`config.mk`:
```
export PLATFORM = sky130hd
export DESIGN_NAME = ram_access_ctrl
export DESIGN_NICKNAME = d
export VERILOG_FILES = /design/src/rtl/ram_access_ctrl_pkg.sv /design/src/rtl/rr_arb2.sv /design/src/rtl/ram_access_ctrl.sv
export SDC_FILE = /design/constraint.sdc
export NUM_CORES = 1
export LEC_CHECK = 0
export CORE_MARGIN = 3
export CORE_UTILIZATION = 44
export CTS_BUF_LIST = sky130_fd_sc_hd__clkbuf_8
export CTS_CLUSTER_SIZE = 14
export DETAILED_ROUTE_END_ITERATION = 12
export PLACE_DENSITY_LB_ADDON = 0.05
export SKIP_CTS_REPAIR_TIMING = 1
export SLEW_MARGIN = 20
export SYNTH_ARGS = -nofsm -noshare
export SYNTH_HDL_FRONTEND = slang
export SYNTH_HIERARCHICAL = 1
export SYNTH_SLANG_ARGS = --single-unit
```
`constraint.sdc`:
```
create_clock -name clk -period 2.7 [get_ports clk]
set_input_delay 0.54 -clock clk [delete_from_list [all_inputs] [get_ports clk]]
set_output_delay 0.54 -clock clk [all_outputs]
set_load 0.005 [all_outputs]
```
`src/rtl/ram_access_ctrl_pkg.sv`:
```
// Shared definitions for the latch-RAM access controller: default geometry,
// FSM state codes and the fixed state sequence of one access.
package ram_access_ctrl_pkg;

    localparam int ADDR_W_DEF = 4;
    localparam int DATA_W_DEF = 8;

    typedef enum logic [1:0] {
        ST_IDLE   = 2'd0,
        ST_SETUP  = 2'd1,
        ST_STROBE = 2'd2,
        ST_HOLD   = 2'd3
    } state_e;

    // Once an access has started it always walks SETUP -> STROBE -> HOLD -> IDLE.
    function automatic state_e access_step(input state_e s);
        case (s)
            ST_SETUP:  access_step = ST_STROBE;
            ST_STROBE: access_step = ST_HOLD;
            default:   access_step = ST_IDLE;
        endcase
    endfunction

endpackage

```
`src/rtl/rr_arb2.sv`:
```
// Two-way request arbiter. Round-robin by default: on contention the port not
// served last wins. Define FIXED_PRIORITY_EN for strict port-0 priority, which
// removes the pointer flop (port 1 may then starve).
module rr_arb2 (
    input  logic clk,
    input  logic rst_n,
    input  logic req0,
    input  logic req1,
    input  logic upd,
    output logic sel,
    output logic valid
);

    assign valid = req0 | req1;

`ifdef FIXED_PRIORITY_EN
    // Port 0 wins whenever it asks; no state to keep.
    assign sel = ~req0;

    logic unused_inputs;
    assign unused_inputs = &{1'b0, clk, rst_n, upd};
`else
    // last_q = port served most recently; reset value 1 makes port 0 preferred.
    logic last_q;
    logic last_d;

    // Single request wins outright; on contention prefer the other port.
    always_comb begin
        sel    = (req0 & req1) ? ~last_q : req1;
        last_d = upd ? sel : last_q;
    end

    // Pointer register, updated only when the controller accepts a grant.
    always_ff @(posedge clk) begin
        if (!rst_n) begin
            last_q <= 1'b1;
        end else begin
            last_q <= last_d;
        end
    end
`endif

endmodule

```
`src/rtl/ram_access_ctrl.sv`:
```
// Two-requester controller for a latch-based RAM array. Each access is
// sequenced SETUP -> STROBE -> HOLD so address and data are stable around the
// level-sensitive write enable. Arbitration lives in rr_arb2; define
// FIXED_PRIORITY_EN for fixed port-0 priority instead of round-robin.
module ram_access_ctrl
    import ram_access_ctrl_pkg::*;
#(
    parameter int ADDR_W = ADDR_W_DEF,
    parameter int DATA_W = DATA_W_DEF
) (
    input  logic              clk,
    input  logic              rst_n,
    input  logic              req0,
    input  logic              req1,
    input  logic              we0,
    input  logic              we1,
    input  logic [ADDR_W-1:0] addr0,
    input  logic [ADDR_W-1:0] addr1,
    input  logic [DATA_W-1:0] wdata0,
    input  logic [DATA_W-1:0] wdata1,
    output logic              gnt0,
    output logic              gnt1,
    output logic              done0,
    output logic              done1,
    output logic [DATA_W-1:0] rdata,
    output logic [ADDR_W-1:0] ram_addr,
    output logic [DATA_W-1:0] ram_wdata,
    output logic              ram_we,
    input  logic [DATA_W-1:0] ram_rdata
);

    state_e              state_q, state_d;
    logic                owner_q, owner_d;   // 0 = port 0 owns the RAM
    logic                we_q,    we_d;
    logic [ADDR_W-1:0]   addr_q,  addr_d;
    logic [DATA_W-1:0]   wdata_q, wdata_d;
    logic [DATA_W-1:0]   rdata_q, rdata_d;

    logic arb_sel;
    logic arb_valid;
    logic arb_upd;

    rr_arb2 u_arb (
        .clk   (clk),
        .rst_n (rst_n),
        .req0  (req0),
        .req1  (req1),
        .upd   (arb_upd),
        .sel   (arb_sel),
        .valid (arb_valid)
    );

    // Next-state logic: capture the winner in IDLE, sample read data in STROBE.
    always_comb begin
        state_d = state_q;
        owner_d = owner_q;
        we_d    = we_q;
        addr_d  = addr_q;
        wdata_d = wdata_q;
        rdata_d = rdata_q;
        arb_upd = 1'b0;
        case (state_q)
            ST_IDLE: begin
                if (arb_valid) begin
                    arb_upd = 1'b1;
                    owner_d = arb_sel;
                    we_d    = arb_sel ? we1    : we0;
                    addr_d  = arb_sel ? addr1  : addr0;
                    wdata_d = arb_sel ? wdata1 : wdata0;
                    state_d = ST_SETUP;
                end
            end
            ST_STROBE: begin
                if (!we_q) begin
                    rdata_d = ram_rdata;
                end
                state_d = access_step(state_q);
            end
            default: begin
                state_d = access_step(state_q);
            end
        endcase
    end

    // State and captured-request registers; reset aborts any access in flight.
    always_ff @(posedge clk) begin
        if (!rst_n) begin
            state_q <= ST_IDLE;
            owner_q <= 1'b0;
            we_q    <= 1'b0;
            addr_q  <= '0;
            wdata_q <= '0;
            rdata_q <= '0;
        end else begin
            state_q <= state_d;
            owner_q <= owner_d;
            we_q    <= we_d;
            addr_q  <= addr_d;
            wdata_q <= wdata_d;
            rdata_q <= rdata_d;
        end
    end

    // Outputs decode straight from registers, so they drop on the reset edge.
    assign gnt0      = (state_q != ST_IDLE) && !owner_q;
    assign gnt1      = (state_q != ST_IDLE) &&  owner_q;
    assign done0     = (state_q == ST_HOLD) && !owner_q;
    assign done1     = (state_q == ST_HOLD) &&  owner_q;
    assign ram_we    = (state_q == ST_STROBE) && we_q;
    assign ram_addr  = addr_q;
    assign ram_wdata = wdata_q;
    assign rdata     = rdata_q;

endmodule

```
==> flow_metrics.env <==
export IMPL_status="finished, final reports clean"
export IMPL_min_period_ps=2070
export IMPL_first_iter_violations=6
export IMPL_crit_type="flop to output pin"
export IMPL_area_growth_syn_to_layout_pct=51.49
export IMPL_multi_input_area_um2=616.8
export IMPL_num_rows=18
export IMPL_cts_max_level=1
export IMPL_tns_ps=0
export IMPL_critPathArrivalTime_ps=1530
export IMPL_cts_buffers=3
export IMPL_layout_drive_gt1_share_pct=12.14
export IMPL_yosys_warnings=6
export IMPL_final_hold_violation_count=0
export IMPL_vdd_drop_max_v=0.0005343
export IMPL_die_width_um=58.55
export IMPL_grt_max_degree=30
export IMPL_seq_area_um2=500.5
export IMPL_ios=63
export IMPL_period_share_pct=76.68
export IMPL_clock_sinks=25
export IMPL_dr_pass1_iters=3
export IMPL_cts_tree="built"
export IMPL_synth_cells=114
export IMPL_seq_area_frac_synth_pct=41.19
export IMPL_crit_path_top_delay_cell="clkdlybuf4s50_1"
export IMPL_root_buffer="clkbuf_8"
export IMPL_slew_headroom_pct=47.36
export IMPL_synth_area_um2=1215
export IMPL_max_stage_delay_ps=500
export IMPL_critPathMaxFanout=4
export IMPL_min_path_type="flop to flop"
export IMPL_critPathTopFamily="buffers and inverters"
export IMPL_fp_dieH_um=58.55
export IMPL_hpwl_mm=2.035
export IMPL_maxCapViolations=0
export IMPL_stdcell_area_um2=1841
export IMPL_wl_per_cell_um=12.65
export IMPL_die_area_um2=3428
export IMPL_routed_wl_mm=2.567
export IMPL_cp_end_kind="output pin"
export IMPL_required_ps=2160
export IMPL_max_freq_mhz=483.0
export IMPL_synth_seq_cells=25
export IMPL_grt_pass1_wl_mm=4.077
export IMPL_start_util_pct=47.74
export IMPL_max_clock_path_buffers=2
export IMPL_synth_net_count=156
export IMPL_worst_path_buf_inv=2
export IMPL_skew_ps=2.631
export IMPL_portBuffers=62
export IMPL_power_density_nw_per_um2=792.8
export IMPL_fillCellCount=212
export IMPL_routabilityCongestion=0.7113
export IMPL_overflow=0
export IMPL_synth_lib_cells_used_distinct=24
export IMPL_worstSetupStartpointType="flop"
export IMPL_ant_nets=0
export IMPL_viasPerCell=4.803
export IMPL_placed_cell_area_um2=1794
export IMPL_antenna_found_initial=0
export IMPL_rsz0062_at_grt="no"
export IMPL_grt_pass1_vias=980
export IMPL_clk_latency_ps=260
export IMPL_finalSetupViolations=0
export IMPL_drc=0
export IMPL_leakage_nw=0.6931
export IMPL_finalMaxSlewViolations=0
export IMPL_num_antenna_cells=0
export IMPL_core_um2=2545
export IMPL_grt_total_usage_pct=15.25
export IMPL_cts_clk_slew_worst_paths_ps=80
export IMPL_worstMarginPinSlew_ps=787.1
export IMPL_crit_chain="inv_1 > ha_1 > nor2b_1 > clkdlybuf4s50_1"
export IMPL_finalNetCount=216
export IMPL_syn_avg_cell_area_um2=10.66
export IMPL_vias=975
-- cells by family after synthesis --
group | count (synthesis) | share of synthesized area [%]
AOI/OAI and AO/OA | 30 | 16.58
adders and majority gates | 4 | 4.120
buffers and inverters | 11 | 8.341
DFF | 25 | 41.19
muxes | 23 | 18.95
and+or+nand+nor | 21 | 10.81
-- layout by cell type (no fill, tap or decap), drive strengths merged --
| master | count |
|---|---|
| a211o | 1 |
| a21boi | 1 |
| a21oi | 14 |
| and2 | 3 |
| buf | 1 |
| clkbuf | 3 |
| clkdlybuf4s50 | 62 |
| clkinv | 1 |
| dfxtp | 25 |
| ha | 4 |
| inv | 3 |
| mux2i | 23 |
| nand2b | 1 |
| nor2 | 2 |
| nor2b | 14 |
| o21ai | 14 |
| or2 | 1 |
-- worst min-delay path, stage by stage (launching register included) --
cell	delay, ps
dfxtp_1	330
mux2i_1	70
nor2b_1	90
-- synthesized netlist by cell type --
master / n / area [µm²]
and2_1: 2 / 12.51
ha_1: 4 / 50.05
and2_4: 1 / 8.760
buf_6: 2 / 22.52
inv_1: 3 / 11.26
buf_4: 1 / 7.510
o21ai_2: 6 / 52.55
dfxtp_1: 25 / 500.5
nor2b_1: 13 / 81.33
nand2b_1: 1 / 6.260
a211o_1: 1 / 8.760
a21oi_1: 8 / 40.04
o21ai_0: 8 / 40.04
clkbuf_4: 1 / 7.510
nor2b_2: 1 / 8.760
a21boi_1: 1 / 7.510
clkbuf_8: 1 / 13.76
mux2i_1: 23 / 230.2
buf_12: 1 / 20.02
buf_8: 1 / 15.01
clkbuf_1: 1 / 3.750
a21oi_2: 6 / 52.55
or2_2: 1 / 6.260
nor2_1: 2 / 7.510
-- flip-flops by register name, indices dropped and copies added (netlist names) --
register and flops:
ram_addr 4, u_arb/last_q 1, state_q 2, owner_q 1, rdata 8, we_q 1, ram_wdata 8
-- per-stage QoR --
step | power [mW] | instances | hold slack (ps) | util, % | setup WS [ps]
after floorplan | 1.027 | 114 | 502.9 | - | 1062
after CTS | 1.480 | 203 | 530.9 | 72.32 | 622.7
after global placement | 1.237 | 199 | 493.0 | 70.50 | 700.9
after detailed placement | 1.267 | 199 | 508.3 | 70.50 | 685.0
final | 1.459 | 203 | 524.3 | 72.32 | 629.7
after global routing | 1.564 | 203 | 558.8 | 72.32 | 548.7
-- routing by layer --
metal	track usage (%)	part of all wire, %	vias up
li1	-	-	505
met1	16.60	42	428
met2	28.07	49	40
met3	5.702	8.5	2
met4	2.980	0.51	0
met5	0	0	-
-- where the power goes --
group / total [mW] / internal, mW / leakage [nW] / switching [mW]
Clock: 0.210 / 0.103 / 0.0255 / 0.107
Combinational: 0.686 / 0.390 / 0.462 / 0.296
Sequential: 0.563 / 0.487 / 0.206 / 0.0761
Total: 1.46 / 0.980 / 0.693 / 0.479
-- final cells by class --
class / count / area share [%]
repair buffers: 63 / 34.13
multi-input cells: 78 / 33.51
flip-flops and latches: 25 / 27.19
clock buffers: 3 / 2.243
well taps: 30 / 2.039
inverters: 3 / 0.6118
clock inverters: 1 / 0.2719
-- worst paths after layout --
path,from,endpoint,slack (ps),cells past startpoint
max reg2reg,state_q[0]$_SDFFE_PN0P_,rdata[7]$_SDFFE_PN0P_,1170,5
min reg2reg,rdata[1]$_SDFFE_PN0P_,rdata[1]$_SDFFE_PN0P_,520,2
max,state_q[1]$_SDFFE_PN0P_,gnt1,630,4
min,rdata[1]$_SDFFE_PN0P_,rdata[1]$_SDFFE_PN0P_,520,2
Power figures use the tool's default switching activity.
